**src/rtl/mul_lopd_pkg.sv**
```systemverilog
// Shared types and constants for the pipelined leading-one position detector.
// Chunk width is fixed at 8 bits; wider operands are built from several chunks.
package mul_lopd_pkg;

  localparam int LOPD_CHUNK_W = 8;

  function automatic int lopd_pos_w(input int width);
    return $clog2(width);
  endfunction

  typedef struct packed {
    logic [2:0] pos;
    logic       zero;
  } lopd_chunk_t;

endpackage

```
**src/rtl/mul_lopd_chunk8.sv**
```systemverilog
// Combinational 8-bit leading-one detector: leading-zero count from bit 7 plus an all-zero flag.
module mul_lopd_chunk8
  import mul_lopd_pkg::*;
(
  input  logic [7:0]  i_data,
  output lopd_chunk_t o_chunk
);

  // Ascending scan so the highest set bit is the last one written and wins.
  always_comb begin
    o_chunk.pos  = 3'd0;
    o_chunk.zero = (i_data == 8'd0);
    for (int i = 0; i < 8; i++) begin
      if (i_data[i]) begin
        o_chunk.pos = 3'(7 - i);
      end
    end
  end

endmodule

```
**src/rtl/mul_lopd_pipe.sv**
```systemverilog
// Two-stage pipelined leading-one position detector with valid/ready handshake.
// Define MUL_LOPD_NORM_EN to add o_norm_data, the operand shifted so its leading one sits at the MSB.
module mul_lopd_pipe
  import mul_lopd_pkg::*;
#(
  parameter  int WIDTH  = 16,
  localparam int POS_W  = lopd_pos_w(WIDTH),
  localparam int NCHUNK = WIDTH / LOPD_CHUNK_W
) (
  input  logic             i_clk,
  input  logic             i_rst_n,
  input  logic             i_valid,
  output logic             o_ready,
  input  logic [WIDTH-1:0] i_data,
  output logic             o_valid,
  input  logic             i_ready,
  output logic [POS_W-1:0] o_pos_one,
`ifdef MUL_LOPD_NORM_EN
  output logic             o_zero_flag,
  output logic [WIDTH-1:0] o_norm_data
`else
  output logic             o_zero_flag
`endif
);

  if (WIDTH < 8 || WIDTH > 64 || (WIDTH & (WIDTH - 1)) != 0) begin : g_width_check
    $error("mul_lopd_pipe: WIDTH must be a power of two between 8 and 64");
  end

  lopd_chunk_t      chunk_c  [NCHUNK];
  lopd_chunk_t      s1_chunk [NCHUNK];
  logic             s1_valid;
  logic             s2_valid;
  logic             s1_adv;
  logic             s2_adv;
  logic [POS_W-1:0] pos_c;
  logic             zero_c;
  logic [POS_W-1:0] s2_pos;
  logic             s2_zero;

  for (genvar k = 0; k < NCHUNK; k++) begin : g_chunk
    mul_lopd_chunk8 u_chunk (
      .i_data  (i_data[k*LOPD_CHUNK_W +: LOPD_CHUNK_W]),
      .o_chunk (chunk_c[k])
    );
  end

  assign s2_adv  = !s2_valid || i_ready;
  assign s1_adv  = !s1_valid || s2_adv;
  assign o_ready = !s2_valid || i_ready || !s1_valid;

  // Chunk results are plain data; only the valid bit needs a reset.
  always_ff @(posedge i_clk) begin
    if (!i_rst_n) begin
      s1_valid <= 1'b0;
    end else if (s1_adv) begin
      s1_valid <= i_valid;
    end
  end

  always_ff @(posedge i_clk) begin
    if (s1_adv && i_valid) begin
      s1_chunk <= chunk_c;
    end
  end

  // Most significant non-zero chunk wins; higher k is scanned last so it overrides.
  always_comb begin
    pos_c  = '0;
    zero_c = 1'b1;
    for (int k = 0; k < NCHUNK; k++) begin
      if (!s1_chunk[k].zero) begin
        pos_c  = POS_W'((NCHUNK - 1 - k) * LOPD_CHUNK_W) + POS_W'(s1_chunk[k].pos);
        zero_c = 1'b0;
      end
    end
  end

  always_ff @(posedge i_clk) begin
    if (!i_rst_n) begin
      s2_valid <= 1'b0;
      s2_pos   <= '0;
      s2_zero  <= 1'b0;
    end else if (s2_adv) begin
      s2_valid <= s1_valid;
      if (s1_valid) begin
        s2_pos  <= pos_c;
        s2_zero <= zero_c;
      end
    end
  end

  assign o_valid     = s2_valid;
  assign o_pos_one   = s2_pos;
  assign o_zero_flag = s2_zero;

`ifdef MUL_LOPD_NORM_EN
  logic [WIDTH-1:0] s1_data;
  logic [WIDTH-1:0] s2_norm;

  always_ff @(posedge i_clk) begin
    if (s1_adv && i_valid) begin
      s1_data <= i_data;
    end
  end

  always_ff @(posedge i_clk) begin
    if (!i_rst_n) begin
      s2_norm <= '0;
    end else if (s2_adv && s1_valid) begin
      s2_norm <= zero_c ? '0 : (s1_data << pos_c);
    end
  end

  assign o_norm_data = s2_norm;
`endif

endmodule

```
**config.mk**
```make
export PLATFORM = sky130hd
export DESIGN_NAME = mul_lopd_pipe
export DESIGN_NICKNAME = d
export VERILOG_FILES = /design/src/rtl/mul_lopd_pkg.sv /design/src/rtl/mul_lopd_chunk8.sv /design/src/rtl/mul_lopd_pipe.sv
export SDC_FILE = /design/constraint.sdc
export NUM_CORES = 1
export LEC_CHECK = 0
export ABC_AREA = 0
export BUFFER_PORTS_ARGS = -buffer_cell sky130_fd_sc_hd__buf_2
export CAP_MARGIN = 20
export CORE_MARGIN = 2
export CORE_UTILIZATION = 47
export CTS_CLUSTER_DIAMETER = 120
export DETAILED_ROUTE_END_ITERATION = 12
export PLACE_DENSITY = 0.84
export SLEW_MARGIN = 20
export SYNTH_ARGS = -nofsm -noshare
export SYNTH_HDL_FRONTEND = slang
export SYNTH_HIERARCHICAL = 1
export SYNTH_SLANG_ARGS = --single-unit
```
**constraint.sdc**
```tcl
create_clock -name i_clk -period 1.4 [get_ports i_clk]
set_input_delay 0.28 -clock i_clk [delete_from_list [all_inputs] [get_ports i_clk]]
set_output_delay 0.28 -clock i_clk [all_outputs]
set_load 0.1 [all_outputs]
```
==> metrics.md <==
| Metric | Value |
|---|---|
| Run status | `completed` |
| First-pass GRT wire length | `2270 um` |
| Tot GR Track Use | `0.156` |
| I/O pins | `27` |
| R2R depth | `4` |
| Die area | `0.00191 mm2` |
| Antenna violations before repair | `0` |
| Final Cycle Share | `0.988` |
| Slew Viols, Final | `0` |
| Maximum vdd drop | `478 uV` |
| Final net count | `125` |
| Worst Tran Pin Value | `487 ps` |
| Vias in the first global route | `572` |
| Slowest cell on crit path | `dfxtp_4` |
| Hold slack | `229 ps` |
| Worst-path cell chain | `and2b_2 -> nand2_8 -> buf_12` |
| Crit-path max cell delay | `360 ps` |
| FF-to-FF setup slack | `210 ps` |
| Met2 GRT Util | `0.285` |
| Max Cap Violations | `0` |
| Buffers on Ports | `26` |
| Placer Congestion | `0.780` |
| Top post-synthesis cells by area | `edfxtp_1 (32%), dfxtp_1 (19%), a21oi_1 (8.8%)` |
| Seq/Total Area, Yosys | `0.514` |
| Leakage power | `0.405 nW` |
| Crit end category | `output port` |
| Buf/Inv on CP | `1` |
| Die W | `43.7 um` |
| Post-synthesis cell count | `74` |
| Initial Util | `0.497` |
| CTS H-tree lvls | `1` |
| # setup viols final | `0` |
| Synth Cell Area | `739 um2` |
| Clk slew on worst S/H paths | `90 ps` |
| Commonest cells after routing, fill and taps aside | `buf_2 (25), a21oi_1 (13), nor2_1 (8), edfxtp_1 (8), inv_1 (6)` |
| CP startpoint | `o_valid` |
| CP Max Fanout | `3` |
| CTS tree | `yes` |
| DR vias/cell | `5.41` |
| WP depth | `3` |
| Layout cells sized above 1 | `0.385` |
| DRT antenna net count | `0` |
| CTS Hold Bufs | `0` |
| Worst hold stages | `3` |
| Synth warn | `6` |
| First-iteration detailed-routing DRC count | `9` |
| Largest net degree at the start of global routing | `9` |
| Num Clock Sinks | `15` |
| Flops & latches, synth | `15` |
| Crit path kind | `flop to output port` |
| Clock Skew | `0.594 ps` |
| Die span in y | `43.7 um` |
| Final HPWL DP | `1100 um` |
| Avg Cell Area, Syn | `9.99 um2` |
| Core ar. | `0.00149 mm2` |
| Worst hold path type | `primary input to flop` |
| CP delay by family, top | `flip-flops` |
| CP Capture Point | `o_ready` |
| Final Hold Viols | `0` |
| Met3 Usage GRT | `0.0250` |
| Via Count | `649` |
| Total CTS buffers | `3` |
| Pre-CTS setup slack | `184 ps` |
| Clock Latency Late Sink | `270 ps` |
| Relative slew slack | `0.678` |
| Post-synth top area share | `0.325` |
| PD cells | `981 mW/mm2` |
| DRC | `0` |
| Most crowded layer after global routing | `met2` |
| Distinct cells, synth | `21` |
| Most common cell after layout, fill and taps aside | `buf_2` |
| Grt total ovfl | `0` |
| Wire length per cell | `11.3 um` |
| Syn nets | `94` |
| Antenna cells | `0` |
| R2r endpoint | `o_pos_one[1]` |
| Area leader, netlist | `edfxtp_1` |
| Detailed Route WL | `1360 um` |
| CTS max path bufs | `2` |
| Worst Path Required | `1120 ps` |
| RR Startpoint | `o_valid` |
| Unrepaired setup endpoints after global routing | `true` |
| Peak Freq | `723 MHz` |
| Drt pass-1 iters | `4` |
| Std cell rows | `14` |
| Grt met1 use | `0.190` |
| Final worst slack | `16.2 ps` |
| Fin crit period | `1380 ps` |
| Syn-to-layout area delta | `28.6%` |
| CTS root buf | `clkbuf_4` |
| Arr. time, crit path | `1100 ps` |
| Worst setup SP type | `flop` |
## worst min path at each step
stage                 start      endpoint  slack [ps]
6_report            i_valid      s1_valid         230
5_1_grt             i_valid      s1_valid         270
4_1_cts             i_valid      s1_valid         220
3_5_place_dp   o_pos_one[3]  o_pos_one[3]         470
3_3_place_gp    o_zero_flag   o_zero_flag         470
2_1_floorplan       i_valid      s1_valid         400
## logic make-up (layout without fill, tap and decap cells)
| logic type | after synthesis | count (layout) | share of synthesized area |
|---|---|---|---|
| AOI/OAI and AO/OA | 24 | 24 | 0.215 |
| buffers and inverters | 7 | 37 | 0.0457 |
| DFF | 15 | 15 | 0.514 |
| and+or+nand+nor | 28 | 28 | 0.225 |
## power by group
part | total, W | internal [W] | switching, W
clock | 0.000240 | 0.000110 | 0.000130
sequential | 0.000504 | 0.000488 | 0.0000160
combinational | 0.000188 | 0.0000601 | 0.000128
total | 0.000933 | 0.000659 | 0.000275
## synth_stat cells (all sizes together)
library cell,count
nor2,10
buf,1
edfxtp,8
inv,6
nand2b,4
dfxtp,7
nand4b,1
nand4,1
o41ai,2
and2b,1
nor3b,2
and4,2
a21oi,13
a21boi,2
nand2,3
o21ai,4
a311oi,3
nand3b,3
and2,1
## cell type report
class / instances / area (um2)
clock buffer: 4 / 26.3
inverter: 6 / 22.5
tap: 16 / 20.0
fill: 123 / 538
sequential: 15 / 385
timing repair buffer: 27 / 153
multi-input combinational: 52 / 344
## timing repair
action                                  in CTS  in global routing
endpoints found under the setup margin       1                  1
pin swaps                                    0                  0
buffers inserted                             1                  0
endpoints found under the hold margin        0                  0
cloned                                       0                  0
gates resized for setup                      0                  1
## state kept, by name, indices dropped and copies added (netlist names)
name         count
o_valid          1
o_zero_flag      1
o_pos_one        4
s1_valid         1
s1_chunk         8
## routing by layer
metal,share of wire,up-vias
li1,-,332
met1,0.43,289
met2,0.49,28
met3,0.079,0
met4,0,0
met5,0,-
## through the flow
stage          total power, W  TNS, ps  area [um2]  std cells   util
4_1_cts              0.000937        0         950        120  0.638
5_1_grt              0.000981    -19.2         951        120  0.639
2_1_floorplan        0.000643     -129         762         74      -
6_report             0.000933        0         951        120  0.639
3_3_place_gp         0.000696        0         916        115  0.615
3_5_place_dp         0.000701        0         916        115  0.615
## tightest hold or removal path: cells and delay by family
family / cells / cell delay, ps
compound gates: 1 / 40
buf+inv: 1 / 90
simple gates: 1 / 70
Power figures use the tool's default switching activity.
